**src/rtl/msrv32_pkg.sv**
```systemverilog
// Shared integer-core widths and the hard-wired zero register address.
package msrv32_pkg;
    localparam int XLEN       = 32;
    localparam int REG_ADDR_W = 5;
    localparam logic [REG_ADDR_W-1:0] REG_ZERO = 5'd0;
endpackage

```
**src/rtl/msrv32_wb_fifo.sv**
```systemverilog
// Late-result FIFO holding {rd_addr, data}; per-entry valid/addr exposed for the hazard compare.
module msrv32_wb_fifo
    import msrv32_pkg::*;
#(
    parameter int DEPTH = 2
) (
    input  logic                        clock,
    input  logic                        reset_in,
    input  logic                        push_in,
    input  logic [REG_ADDR_W-1:0]       push_addr_in,
    input  logic [XLEN-1:0]             push_data_in,
    input  logic                        pop_in,
    output logic                        full_out,
    output logic                        empty_out,
    output logic [REG_ADDR_W-1:0]       head_addr_out,
    output logic [XLEN-1:0]             head_data_out,
    output logic [DEPTH-1:0]            entry_valid_out,
    output logic [DEPTH*REG_ADDR_W-1:0] entry_addr_out
);
    localparam int PTR_W = $clog2(DEPTH);
    localparam int CNT_W = PTR_W + 1;

    logic [PTR_W-1:0]      wr_ptr_q, wr_ptr_d, rd_ptr_q, rd_ptr_d;
    logic [CNT_W-1:0]      count_q, count_d;
    logic [REG_ADDR_W-1:0] addr_q [DEPTH];
    logic [REG_ADDR_W-1:0] addr_d [DEPTH];
    logic [XLEN-1:0]       data_q [DEPTH];
    logic [XLEN-1:0]       data_d [DEPTH];
    logic                  do_push, do_pop;
    logic [PTR_W-1:0]      offset;

    assign full_out      = (count_q == CNT_W'(DEPTH));
    assign empty_out     = (count_q == '0);
    assign do_push       = push_in && !full_out;
    assign do_pop        = pop_in && !empty_out;
    assign head_addr_out = addr_q[rd_ptr_q];
    assign head_data_out = data_q[rd_ptr_q];

    always_comb begin
        wr_ptr_d = wr_ptr_q;
        rd_ptr_d = rd_ptr_q;
        addr_d   = addr_q;
        data_d   = data_q;
        if (do_push) begin
            addr_d[wr_ptr_q] = push_addr_in;
            data_d[wr_ptr_q] = push_data_in;
            wr_ptr_d         = wr_ptr_q + PTR_W'(1);
        end
        if (do_pop)
            rd_ptr_d = rd_ptr_q + PTR_W'(1);
        count_d = count_q + CNT_W'(do_push) - CNT_W'(do_pop);
    end

    // An entry is live when its distance from the read pointer is below the occupancy.
    always_comb begin
        offset          = '0;
        entry_valid_out = '0;
        entry_addr_out  = '0;
        for (int i = 0; i < DEPTH; i++) begin
            offset                                 = PTR_W'(i) - rd_ptr_q;
            entry_valid_out[i]                     = ({1'b0, offset} < count_q);
            entry_addr_out[i*REG_ADDR_W +: REG_ADDR_W] = addr_q[i];
        end
    end

    always_ff @(posedge clock) begin
        if (reset_in) begin
            wr_ptr_q <= '0;
            rd_ptr_q <= '0;
            count_q  <= '0;
        end else begin
            wr_ptr_q <= wr_ptr_d;
            rd_ptr_q <= rd_ptr_d;
            count_q  <= count_d;
        end
        addr_q <= addr_d;
        data_q <= data_d;
    end
endmodule

```
**src/rtl/msrv32_rf_write_arbiter.sv**
```systemverilog
// Merges stage-3 writeback and buffered late results onto the single register-file write port.
module msrv32_rf_write_arbiter
    import msrv32_pkg::*;
#(
    parameter int DEPTH        = 2,
    parameter int STARVE_LIMIT = 4
) (
    input  logic                  clock,
    input  logic                  reset_in,
    input  logic                  pipe_wr_en_in,
    input  logic [REG_ADDR_W-1:0] pipe_rd_addr_in,
    input  logic [XLEN-1:0]       pipe_rd_in,
    input  logic                  lsu_valid_in,
    output logic                  lsu_ready_out,
    input  logic [REG_ADDR_W-1:0] lsu_rd_addr_in,
    input  logic [XLEN-1:0]       lsu_data_in,
    output logic                  stall_out,
    input  logic [REG_ADDR_W-1:0] rs_1_addr_in,
    input  logic [REG_ADDR_W-1:0] rs_2_addr_in,
    output logic                  busy_rs1_out,
    output logic                  busy_rs2_out,
    output logic                  wr_en_out,
    output logic [REG_ADDR_W-1:0] rd_addr_out,
    output logic [XLEN-1:0]       rd_out
);
    localparam int CNT_W = $clog2(STARVE_LIMIT + 1);

    logic                        fifo_full, fifo_empty, fifo_push;
    logic [REG_ADDR_W-1:0]       head_addr;
    logic [XLEN-1:0]             head_data;
    logic [DEPTH-1:0]            entry_valid;
    logic [DEPTH*REG_ADDR_W-1:0] entry_addr;
    logic                        pipe_grant, fifo_grant;
    logic [CNT_W-1:0]            cnt_q, cnt_d;
    logic                        wr_en_q, wr_en_d;
    logic [REG_ADDR_W-1:0]       rd_addr_q, rd_addr_d;
    logic [XLEN-1:0]             rd_q, rd_d;

    // x0 results complete the handshake but never occupy an entry.
    assign lsu_ready_out = !fifo_full;
    assign fifo_push     = lsu_valid_in && !fifo_full && (lsu_rd_addr_in != REG_ZERO);

    assign stall_out  = (cnt_q == CNT_W'(STARVE_LIMIT));
    assign pipe_grant = !stall_out && pipe_wr_en_in && (pipe_rd_addr_in != REG_ZERO);
    assign fifo_grant = !fifo_empty && (stall_out || !pipe_grant);

    msrv32_wb_fifo #(.DEPTH(DEPTH)) u_fifo (
        .clock           (clock),
        .reset_in        (reset_in),
        .push_in         (fifo_push),
        .push_addr_in    (lsu_rd_addr_in),
        .push_data_in    (lsu_data_in),
        .pop_in          (fifo_grant),
        .full_out        (fifo_full),
        .empty_out       (fifo_empty),
        .head_addr_out   (head_addr),
        .head_data_out   (head_data),
        .entry_valid_out (entry_valid),
        .entry_addr_out  (entry_addr)
    );

    always_comb begin
        cnt_d     = (pipe_grant && !fifo_empty) ? cnt_q + CNT_W'(1) : '0;
        wr_en_d   = pipe_grant || fifo_grant;
        rd_addr_d = rd_addr_q;
        rd_d      = rd_q;
        if (pipe_grant) begin
            rd_addr_d = pipe_rd_addr_in;
            rd_d      = pipe_rd_in;
        end else if (fifo_grant) begin
            rd_addr_d = head_addr;
            rd_d      = head_data;
        end
    end

    always_comb begin
        busy_rs1_out = 1'b0;
        busy_rs2_out = 1'b0;
        for (int i = 0; i < DEPTH; i++) begin
            if (entry_valid[i] && entry_addr[i*REG_ADDR_W +: REG_ADDR_W] == rs_1_addr_in)
                busy_rs1_out = 1'b1;
            if (entry_valid[i] && entry_addr[i*REG_ADDR_W +: REG_ADDR_W] == rs_2_addr_in)
                busy_rs2_out = 1'b1;
        end
        busy_rs1_out = busy_rs1_out && (rs_1_addr_in != REG_ZERO);
        busy_rs2_out = busy_rs2_out && (rs_2_addr_in != REG_ZERO);
    end

    always_ff @(posedge clock) begin
        if (reset_in) begin
            cnt_q     <= '0;
            wr_en_q   <= 1'b0;
            rd_addr_q <= '0;
            rd_q      <= '0;
        end else begin
            cnt_q     <= cnt_d;
            wr_en_q   <= wr_en_d;
            rd_addr_q <= rd_addr_d;
            rd_q      <= rd_d;
        end
    end

    assign wr_en_out   = wr_en_q;
    assign rd_addr_out = rd_addr_q;
    assign rd_out      = rd_q;
endmodule

```
**config.mk**
```make
export PLATFORM = sky130hd
export DESIGN_NAME = msrv32_rf_write_arbiter
export DESIGN_NICKNAME = d
export VERILOG_FILES = /design/src/rtl/msrv32_pkg.sv /design/src/rtl/msrv32_wb_fifo.sv /design/src/rtl/msrv32_rf_write_arbiter.sv
export SDC_FILE = /design/constraint.sdc
export NUM_CORES = 1
export LEC_CHECK = 0
export ABC_AREA = 1
export CAP_MARGIN = 20
export CELL_PAD_IN_SITES_DETAIL_PLACEMENT = 1
export CELL_PAD_IN_SITES_GLOBAL_PLACEMENT = 1
export CORE_ASPECT_RATIO = 1.75
export CORE_MARGIN = 8
export CORE_UTILIZATION = 47
export DETAILED_ROUTE_END_ITERATION = 8
export DONT_BUFFER_PORTS = 1
export GPL_ROUTABILITY_DRIVEN = 0
export HOLD_SLACK_MARGIN = 0.03
export PLACE_DENSITY_LB_ADDON = 0.1
export SYNTH_ARGS = -nofsm -noshare
export SYNTH_HDL_FRONTEND = slang
export SYNTH_HIERARCHICAL = 1
export SYNTH_SLANG_ARGS = --single-unit
```
**constraint.sdc**
```tcl
create_clock -name clock -period 3.3 [get_ports clock]
set_input_delay 0.33 -clock clock [delete_from_list [all_inputs] [get_ports clock]]
set_output_delay 0.33 -clock clock [all_outputs]
set_load 0.05 [all_outputs]
```
# Yosys cells after proc, flatten, opt, wreduce, memory -nomap -nowiden
# Cells that the tools add are included.
dict set report word_totals {
  output_inout_bits 42
  elab_cells 80
  regBits 119
  in_bits 88
}
dict set report op_classes {
  eq_ne 6
  add_sub_neg 7
  n_mux 20
  magnitude_cmp 5
  n_bitwise 3
  n_reduce_logical 28
}
# cell count
set ops {}
lappend ops {{$mux W32} 6}
lappend ops {{$bwmux W64} 1}
lappend ops {{$demux W32 S1} 1}
lappend ops {{$mux W5} 6}
lappend ops {{$eq A5 B5 Y1} 4}
lappend ops {{$reduce_bool A5 Y1} 4}
lappend ops {{$logic_and A1 B1 Y1} 15}
lappend ops {{$bwmux W10} 1}
lappend ops {{$demux W5 S1} 1}
lappend ops {{$ge A2 B2 Y1 const B} 2}
lappend ops {{$logic_not A1 Y1} 4}
lappend ops {{$lt A1 B2 Y1} 2}
lappend ops {{$mux W1} 4}
lappend ops {{$not A1 Y2} 2}
lappend ops {{$add A3 B1 Y3 const B} 1}
lappend ops {{$eq A3 B3 Y1 const B} 1}
lappend ops {{$add A1 B1 Y1 const B} 2}
lappend ops {{$add A2 B1 Y2} 1}
lappend ops {{$eq A2 B2 Y1 const B} 1}
lappend ops {{$logic_not A2 Y1} 1}
lappend ops {{$logic_or A1 B1 Y1} 2}
lappend ops {{$lt A2 B1 Y1 const B} 1}
lappend ops {{$reduce_bool A2 Y1} 1}
lappend ops {{$reduce_or A2 Y1} 1}
lappend ops {{other kinds (3)} 4}

# Longest topological paths before layout
# Gate-level depths: netlist of run 1.
dict set report logic_depth {
  depth_word 9
  ltp_mapped 19
  mapped_depth_nobuf 18
}

# By module
# Netlist of run 1, hierarchy kept.
# mod area_per_inst_um2 instances cells_each seq_area_each_um2
set modules_own_cells {}
lappend modules_own_cells {msrv32_wb_fifo 2979.1 1 234 2302.2}
lappend modules_own_cells {msrv32_rf_write_arbiter 2790.2 1 452 820.8}

# Worst setup path before layout of run 1
# Ideal clock, no wire load.
dict set report synth_timing {
  path_kind {reg2reg}
  start {register u_fifo.count_q[0]}
  end {register u_fifo/data_q[32] in the netlist's numbering, enable pin}
  setup_time_ns 0.431
  synth_period_minus_slack_ns 3.147
  path_buffers 0
  path_stages_with_launch 9
  required_time_ns 2.869
  setup_slack_ns 0.153
  arrival_time_ns 2.716
  cell_sequence {dfxtp_1 -> inv_1 -> nand2_1 -> inv_1 -> inv_1 -> nand3_1 -> inv_1 -> nand2_1 -> nor2_1}
}
dict set report synth_via {
  elab_chain_len 5
}
# item line_no
set synth_lines {}
lappend synth_lines {{from (decl)} msrv32_wb_fifo.sv:24} ;# logic [CNT_W-1:0] count_q, count_d;
lappend synth_lines {{from (signal assigned)} msrv32_wb_fifo.sv:74} ;# count_q <= count_d;
lappend synth_lines {{$eq A2 B2 Y1} msrv32_wb_fifo.sv:32} ;# assign full_out = (count_q == CNT_W'(DEPTH));
lappend synth_lines {{named net fifo_full} msrv32_rf_write_arbiter.sv:28} ;# logic fifo_full, fifo_empty, fifo_push;
lappend synth_lines {{$logic_not A1 Y1} -}
lappend synth_lines {{named net lsu_ready_out} msrv32_rf_write_arbiter.sv:14} ;# output logic lsu_ready_out,
lappend synth_lines {{$logic_and A1 B1 Y1 (2 in a row)} msrv32_rf_write_arbiter.sv:41} ;# assign fifo_push = lsu_valid_in && !fifo_full && (lsu_rd_addr_in != REG_ZERO);
lappend synth_lines {{named net fifo_push} msrv32_rf_write_arbiter.sv:28}
lappend synth_lines {{$logic_and A1 B1 Y1} msrv32_wb_fifo.sv:34} ;# assign do_push = push_in && !full_out;
lappend synth_lines {{to (signal assigned)} msrv32_wb_fifo.sv:77} ;# data_q <= data_d;
lappend synth_lines {{to (decl)} msrv32_wb_fifo.sv:27} ;# logic [XLEN-1:0] data_q [DEPTH];
# The timed path passes the listed nets, and every way through them passes these cells.
# A chain may end at the register's enable or synchronous reset.

# Final worst setup path of run 1
dict set report layout_timing {
  start {register u_fifo.count_q[0]}
  end {register u_fifo.count_q[1]}
}
dict set report layout_via {
  elab_chain_len 7
  word_cells_on_any_way 11
  classes_between {add/sub (2); eq/ne (1); reduce/logical (8)}
}
# item line_no
set layout_lines {}
lappend layout_lines {{$eq A2 B2 Y1} msrv32_wb_fifo.sv:32}
lappend layout_lines {{named net fifo_full} msrv32_rf_write_arbiter.sv:28}
lappend layout_lines {{$logic_not A1 Y1} -}
lappend layout_lines {{named net lsu_ready_out} msrv32_rf_write_arbiter.sv:14}
lappend layout_lines {{$logic_and A1 B1 Y1 (2 in a row)} msrv32_rf_write_arbiter.sv:41}
lappend layout_lines {{named net fifo_push} msrv32_rf_write_arbiter.sv:28}
lappend layout_lines {{$logic_and A1 B1 Y1} msrv32_wb_fifo.sv:34}
lappend layout_lines {{$add A2 B1 Y2} msrv32_wb_fifo.sv:51} ;# count_d = count_q + CNT_W'(do_push) - CNT_W'(do_pop);
lappend layout_lines {{$sub A2 B1 Y2} msrv32_wb_fifo.sv:51}
# The timed path passes the listed nets, and every way through them passes these cells.

==> flow_summary_export.csv, run 1 <==
group,metric,value,unit
run_status,outcome,"completed",
route,wl_met3,1.18,mm
logic_synthesis,synth_top_family_by_area,"simple AND/OR/NAND/NOR gates",
logic_synthesis,synth-compound-area-share,4.99,%
timing,setup_viol,0,
clock_tree,cts_sinks,119,
clock_tree,clock-root-buffer,"clkbuf_16",
clock_tree,clockBufferDepth,2,
route,drtAntennaViolNets,0,
power_and_ir_drop,power,5.51,mW
timing,fmax,422,MHz
global_routing,grt_pass1_vias,4793,
timing,max_slew.worst_pin.slew,0.889,ns
floorplanning,dieArea,16200,um^2
route,dr.pass1.iters,5,
power_and_ir_drop,ir_drop,0.447,mV
finish,n_antenna_cell,0,
clock_tree,ctsHoldBuffers,39,
timing,min_period,2.37,ns
timing,slew_headroom,40.7,%
timing,tns,0,ns
floorplanning,die_h,163,um
setup_path,arrival,2.67,ns
global_routing,grt_max_degree,77,
route,routed_wl,16.0,mm
route,route.detailed.drc,0,
logic_synthesis,synth-seq-cells,119,
floorplanning,ios,130,
logic_synthesis,muxShareOfSynthArea,0,%
clock_tree,cts_buffers,17,
finish,layout-drive-gt1-share,12.7,%
floorplanning,core,12000,um^2
setup_path,end_kind,"register",
route,met2WireLength,8.56,mm
place,hpwl,11.0,mm
logic_synthesis,synthXorXnorAreaFrac,0.455,%
power_and_ir_drop,powerDensity,803,nW/um^2
global_routing,grt_usage,20.3,%
timing,slew_viol_final,0,
timing,finalClockSkew,0.00511,ns
floorplanning,fp-row-count,53,
logic_synthesis,synthesis.area,5770,um^2
global_routing,antenna_found_initial,0,
route,m1WireLength,5.91,mm
logic_synthesis,ys_warn_count,6,
logic_synthesis,avgSynthCellArea,8.41,um^2
finish,syn2layout_area_growth,18.9,%
clock_tree,cts_tree,"done",
logic_synthesis,syn_inst,686,
route,routed.top_layer,"met4",
clock_tree,post-cts-setup-buffers,0,
setup_path,crit_top_cell,"inv_1",
logic_synthesis,netlist.area_leader.share,38.5,%
place,io_buffers,0,
setup_path,path_cells,"inv_1 > nand2_1 > inv_1 > inv_1 > nand3_1 > inv_1 > nand2_1 > ha_1 > inv_1 > ha_1 > inv_1 > nand2_1 > a21oi_1 > nor2_1",
floorplanning,die_w,99.8,um
power_and_ir_drop,leakagePower,3.02,nW
setup_path,slowest_delay,0.42,ns
route,vias_per_cell,5.04,
logic_synthesis,syn_nets,778,
min_path,hold_class,"in -> reg",
global_routing,grt_pass1_wl,25.3,mm
clock_tree,htreeDepth,4,
timing,finalHoldViolCount,0,
setup_path,crit_type,"reg -> reg",
route,first_iter_violations,134,
logic_synthesis,synth.distinct_cells,27,
logic_synthesis,synth_seq_area_share,54.1,%
clock_tree,path_clk_slew,0.05,ns
route,wl_per_cell,17.8,um
flow_run,maxCapViolCount,0,
timing,grt_setup_unrepaired,"no",
logic_synthesis,synth_top_area_cell,"edfxtp_1",
floorplanning,start_util,48.1,%
timing,hold_ws,0.0524,ns
logic_synthesis,synth_fa_ha_area_share,0.867,%
global_routing,grt_overflow_total,0,
setup_path,required,3.59,ns
timing,fin_crit_sh,71.9,%
setup_path,crit_slowest_cell,"dfxtp_1",
setup_path,path_max_fanout,4,
clock_tree,insertion_delay,0.40,ns
setup_path,critPathLaunchType,"register",
clock_tree,cts_resized,0,
route,vias,4528,
logic_synthesis,synth_area_leaders,"edfxtp_1 (39%), dfxtp_1 (16%), nand2_1 (14%)",
finish,nNetsFinal,813,
logic_synthesis,synthSimpleGateAreaFrac,29.5,%
state kept, by name (all words and copies together) (netlist names):
signal	count
u_fifo/data_q	64
u_fifo/rd_ptr_q	1
wr_en_out	1
u_fifo/entry_addr_out	10
u_fifo/wr_ptr_q	1
rd_addr_out	5
rd_out	32
cnt_q	3
u_fifo/count_q	2
logic make-up (layout without fill, tap and decap cells):
kind of cell	after synthesis	after routing
compound gates	50	50
simple gates	381	381
xor+xnor	3	3
fa+ha+maj	4	4
buf+inv	129	177
flops	119	119
final cells by class:
cell class / instances / area (um^2)
Fill cell: 1393 / 5140
Sequential cell: 119 / 3120
Multi-Input combinational cell: 438 / 2090
Timing Repair Buffer: 50 / 483
Clock buffer: 18 / 429
Inverter: 95 / 357
Tap cell: 165 / 206
Clock inverter: 14 / 175
report_power, final:
part / switching (mW) / internal (mW) / total [mW]
logic: 0.931 / 0.400 / 1.33
clock network: 0.658 / 1.19 / 1.85
registers: 0.439 / 1.89 / 2.33
total: 2.03 / 3.48 / 5.51
critical path, delay by kind of cell, from the launching register on:
family,cells,cell delay (ns)
flops,1,0.42
fa+ha+maj,2,0.47
simple gates,5,0.50
compound gates,1,0.15
buf+inv,6,0.73
synth_stat cells:
master and count:
a21oi_1 28, a21oi_2 10, buf_1 1, buf_2 14, buf_4 3, buf_6 6
buf_8 2, clkbuf_1 8, clkinv_1 2, dfxtp_1 45, edfxtp_1 74, ha_1 4
inv_1 89, inv_2 4, nand2_1 216, nand2_2 11, nand3_1 68, nand3_2 20
nor2_1 58, nor2_4 1, nor2_8 1, nor3_1 4, nor4_1 1, o21ai_0 12
or2_2 1, xnor2_1 1, xor2_1 2
metrics by stage:
stage	area, um^2	worst slack (ns)	cells	utilization (%)
final	6860	0.928	899	57.2
after CTS	6860	0.912	899	57.2
after detailed placement	5860	0.936	828	48.8
after floorplan	5770	0.153	686	-
after global placement	5860	1.04	828	48.8
after global routing	6860	0.765	899	57.2
layout by cell type (no fill, tap or decap):
cell | synthesis | routed
nand2_1 | 216 | 216
inv_1 | 89 | 88
edfxtp_1 | 74 | 74
nand3_1 | 68 | 68
nor2_1 | 58 | 56
dfxtp_1 | 45 | 44
dlygate4sd3_1 | 0 | 38
a21oi_1 | 28 | 28
nand3_2 | 20 | 20
clkbuf_16 | 0 | 17
o21ai_0 | 12 | 12
buf_4 | 3 | 11
a21oi_2 | 10 | 10
nand2_2 | 11 | 10
inv_2 | 4 | 4
nor3_1 | 4 | 4
clkinv_1 | 2 | 4
ha_1 | 4 | 4
clkinv_4 | 0 | 4
nor2_4 | 1 | 3
bufinv_16 | 0 | 3
xor2_1 | 2 | 2
inv_6 | 0 | 2
clkinv_2 | 0 | 2
nor2_8 | 1 | 1
nand2_4 | 0 | 1
nor4_1 | 1 | 1
or2_2 | 1 | 1
xnor2_1 | 1 | 1
clkbuf_1 | 8 | 1
inv_8 | 0 | 1
clkinvlp_4 | 0 | 1
buf_12 | 0 | 1
dfxtp_2 | 0 | 1
per-layer routing:
metal	up-vias	global-route usage, %
li1	2246	-
met1	2144	20.5
met2	118	36.8
met3	20	7.23
met4	0	8.17
met5	-	0
worst paths after layout:
| check | start | endpoint | slack [ns] | cells past startpoint |
|---|---|---|---|---|
| max | u_fifo/count_q[0] | u_fifo/count_q[1] | 0.93 | 14 |
| min | pipe_rd_in[13] | rd_out[13] | 0.05 | 2 |
| max reg2reg | u_fifo/count_q[0] | u_fifo/count_q[1] | 0.93 | 14 |
| min reg2reg | cnt_q[0] | cnt_q[0] | 0.44 | 1 |
(Power assumes the default switching activity.)
==> inputs of run 2 (changes only) <==
clock period = 2.2 ns   (was 3.3 ns; I/O delays follow)
==> flow_summary_export.csv, run 2 (synthesis gave the netlist of run 1 again) <==
group,metric,value,unit
finish,fin_util,58.3,%
power_and_ir_drop,p_int,5.38,mW
min_path,hold_class,"in -> reg",
floorplanning,core,12000,um^2
finish,layout-drive-gt1-share,14.2,%
global_routing,grt_pass1_wl,26.1,mm
place,dp_cells,833,
route,first_iter_violations,114,
power_and_ir_drop,p_sw_share,36.5,%
timing,max_slew.worst_pin.slew,0.823,ns
floorplanning,fp-row-count,53,
timing,fmax,475,MHz
setup_path,required,2.49,ns
setup_path,path_cells,"inv_1 > ha_1 > nand2_1 > inv_2 > nor2_8 > nand2_8 > inv_2 > nor2_2 > inv_1 > nor2_2 > ha_1 > inv_1 > ha_2 > inv_1 > nand2_1 > nand3_2 > nand2_1 > nor2_1",
clock_tree,cts_buffers,17,
floorplanning,dieArea,16200,um^2
route,vias_per_cell,5.12,
place,place_area,5920,um^2
clock_tree,post-cts-setup-buffers,0,
timing,grt_setup_unrepaired,"yes",
power_and_ir_drop,p_sw,3.09,mW
route,dr.pass1.iters,4,
route,drtAntennaViolNets,0,
clock_tree,clockBufferDepth,2,
finish,syn2layout_area_growth,21.2,%
timing,finalClockSkew,0.00846,ns
setup_path,critPathLaunchType,"register",
clock_tree,cts_sinks,119,
timing,min_period,2.10,ns
global_routing,grt_overflow_total,0,
setup_path,path_max_fanout,11,
power_and_ir_drop,leakagePower,3.06,nW
setup_path,slowest_delay,0.34,ns
setup_path,end_kind,"register",
flow_run,maxCapViolCount,0,
finish,final_common_cell,"nand2_1",
finish,final_cell_mix,"nand2_1 (216), inv_1 (87), edfxtp_1 (74)",
timing,finalHoldViolCount,0,
floorplanning,die_w,99.8,um
route,wl_per_cell,17.9,um
setup_path,crit_top_cell,"inv_1",
setup_path,path_buf_inv,6,
power_and_ir_drop,seq_power_share,41.0,%
place,hpwl,11.3,mm
clock_tree,cts_tree,"done",
global_routing,antenna_found_initial,0,
floorplanning,die_h,163,um
setup_path,arrival,2.40,ns
timing,setup_slack,0.0962,ns
floorplanning,start_util,48.1,%
global_routing,grt_usage,20.6,%
power_and_ir_drop,p_comb_share,25.1,%
power_and_ir_drop,powerDensity,1210,nW/um^2
finish,stdcell_count,907,
finish,nNetsFinal,821,
clock_tree,htreeDepth,4,
setup_path,crit_type,"reg -> reg",
finish,largest_reg_flops,64,
run_status,outcome,"completed",
power_and_ir_drop,ir_drop,0.852,mV
place,pre_cts_slack,0.0220,ns
clock_tree,path_clk_slew,0.06,ns
timing,slew_viol_final,0,
route,vias,4645,
timing,setup_viol,0,
global_routing,grt_pass1_vias,5178,
power_and_ir_drop,pwr-share-clk,33.9,%
place,io_buffers,0,
route,routed_wl,16.3,mm
floorplanning,ios,130,
finish,n_antenna_cell,0,
clock_tree,clock-root-buffer,"clkbuf_16",
finish,fin_area,6990,um^2
finish,regMostFlops,"u_fifo/data_q",
setup_path,crit_slowest_cell,"dfxtp_2",
global_routing,grt_max_degree,66,
clock_tree,insertion_delay,0.41,ns
timing,slew_headroom,45.1,%
setup_path,cp_top_family,"adder cells",
timing,fin_crit_sh,95.6,%
route,route.detailed.drc,0,
## run 2: changes by cell type in the layout (fill, tap and decap cells not counted), sizes merged
cell         change
clkbuf           +2
inv              -2
buf              +5
clkinv           -5
bufinv           +1
clkinvlp         +4
dlygate4sd3      +3
## run 2: timing repair
action | CTS | global route
resized for setup | 2 | 10
endpoints found under the hold margin | 110 | 0
endpoints found under the setup margin | 3 | 3
hold buffers | 42 | 0
pin swaps | 0 | 0
## run 2: path summary, 6_finish.rpt
check                 startpoint                 to  slack, ns  depth (start not counted)
hold reg to reg         cnt_q[0]           cnt_q[0]       0.42                          1
hold / removal    pipe_rd_in[24]         rd_out[24]       0.06                          4
setup reg to reg        cnt_q[0]  u_fifo/count_q[1]        0.1                         18
setup / recovery        cnt_q[0]  u_fifo/count_q[1]        0.1                         18
## run 2: worst reg2reg max path, stage by stage (launching register included)
cell,delay [ns]
dfxtp_2,0.34
inv_1,0.04
ha_1,0.18
nand2_1,0.07
inv_2,0.06
nor2_8,0.12
nand2_8,0.09
inv_2,0.08
nor2_2,0.04
inv_1,0.07
nor2_2,0.04
ha_1,0.30
inv_1,0.06
ha_2,0.17
inv_1,0.04
nand2_1,0.09
nand3_2,0.09
nand2_1,0.08
nor2_1,0.04
## run 2: power groups by stage
stage          Sequential [mW]  Combinational (mW)  Clock (mW)
2_1_floorplan             3.43                1.56           0
3_3_place_gp              3.50                1.94           0
3_5_place_dp              3.52                2.01           0
4_1_cts                   3.47                2.13        2.92
5_1_grt                   3.52                2.39        3.02
6_report                  3.47                2.13        2.87
## run 2: layout make-up
class | count | area [um^2]
clock buffer | 20 | 437
clock inverter | 12 | 176
fill | 1416 | 5010
inverter | 95 | 360
multi-input combinational | 438 | 2110
sequential | 119 | 3130
tap | 165 | 206
timing repair buffer | 58 | 576
## run 2: metal layers
layer / track usage, % / routed length (um)
met3: 7.28 / 1190
met5: 0 / 0
met1: 20.6 / 6030
met2: 37.6 / 8680
met4: 7.83 / 367
## run 2: per-stage QoR
step	hold slack, ns	TNS (ns)	total power, mW
finish	0.0625	0	8.47
global route	0.0676	-0.0268	8.93
CTS	0.0483	0	8.53
detailed placement	0.301	0	5.53
global placement	0.299	0	5.43
floorplan	0.291	0	5.00
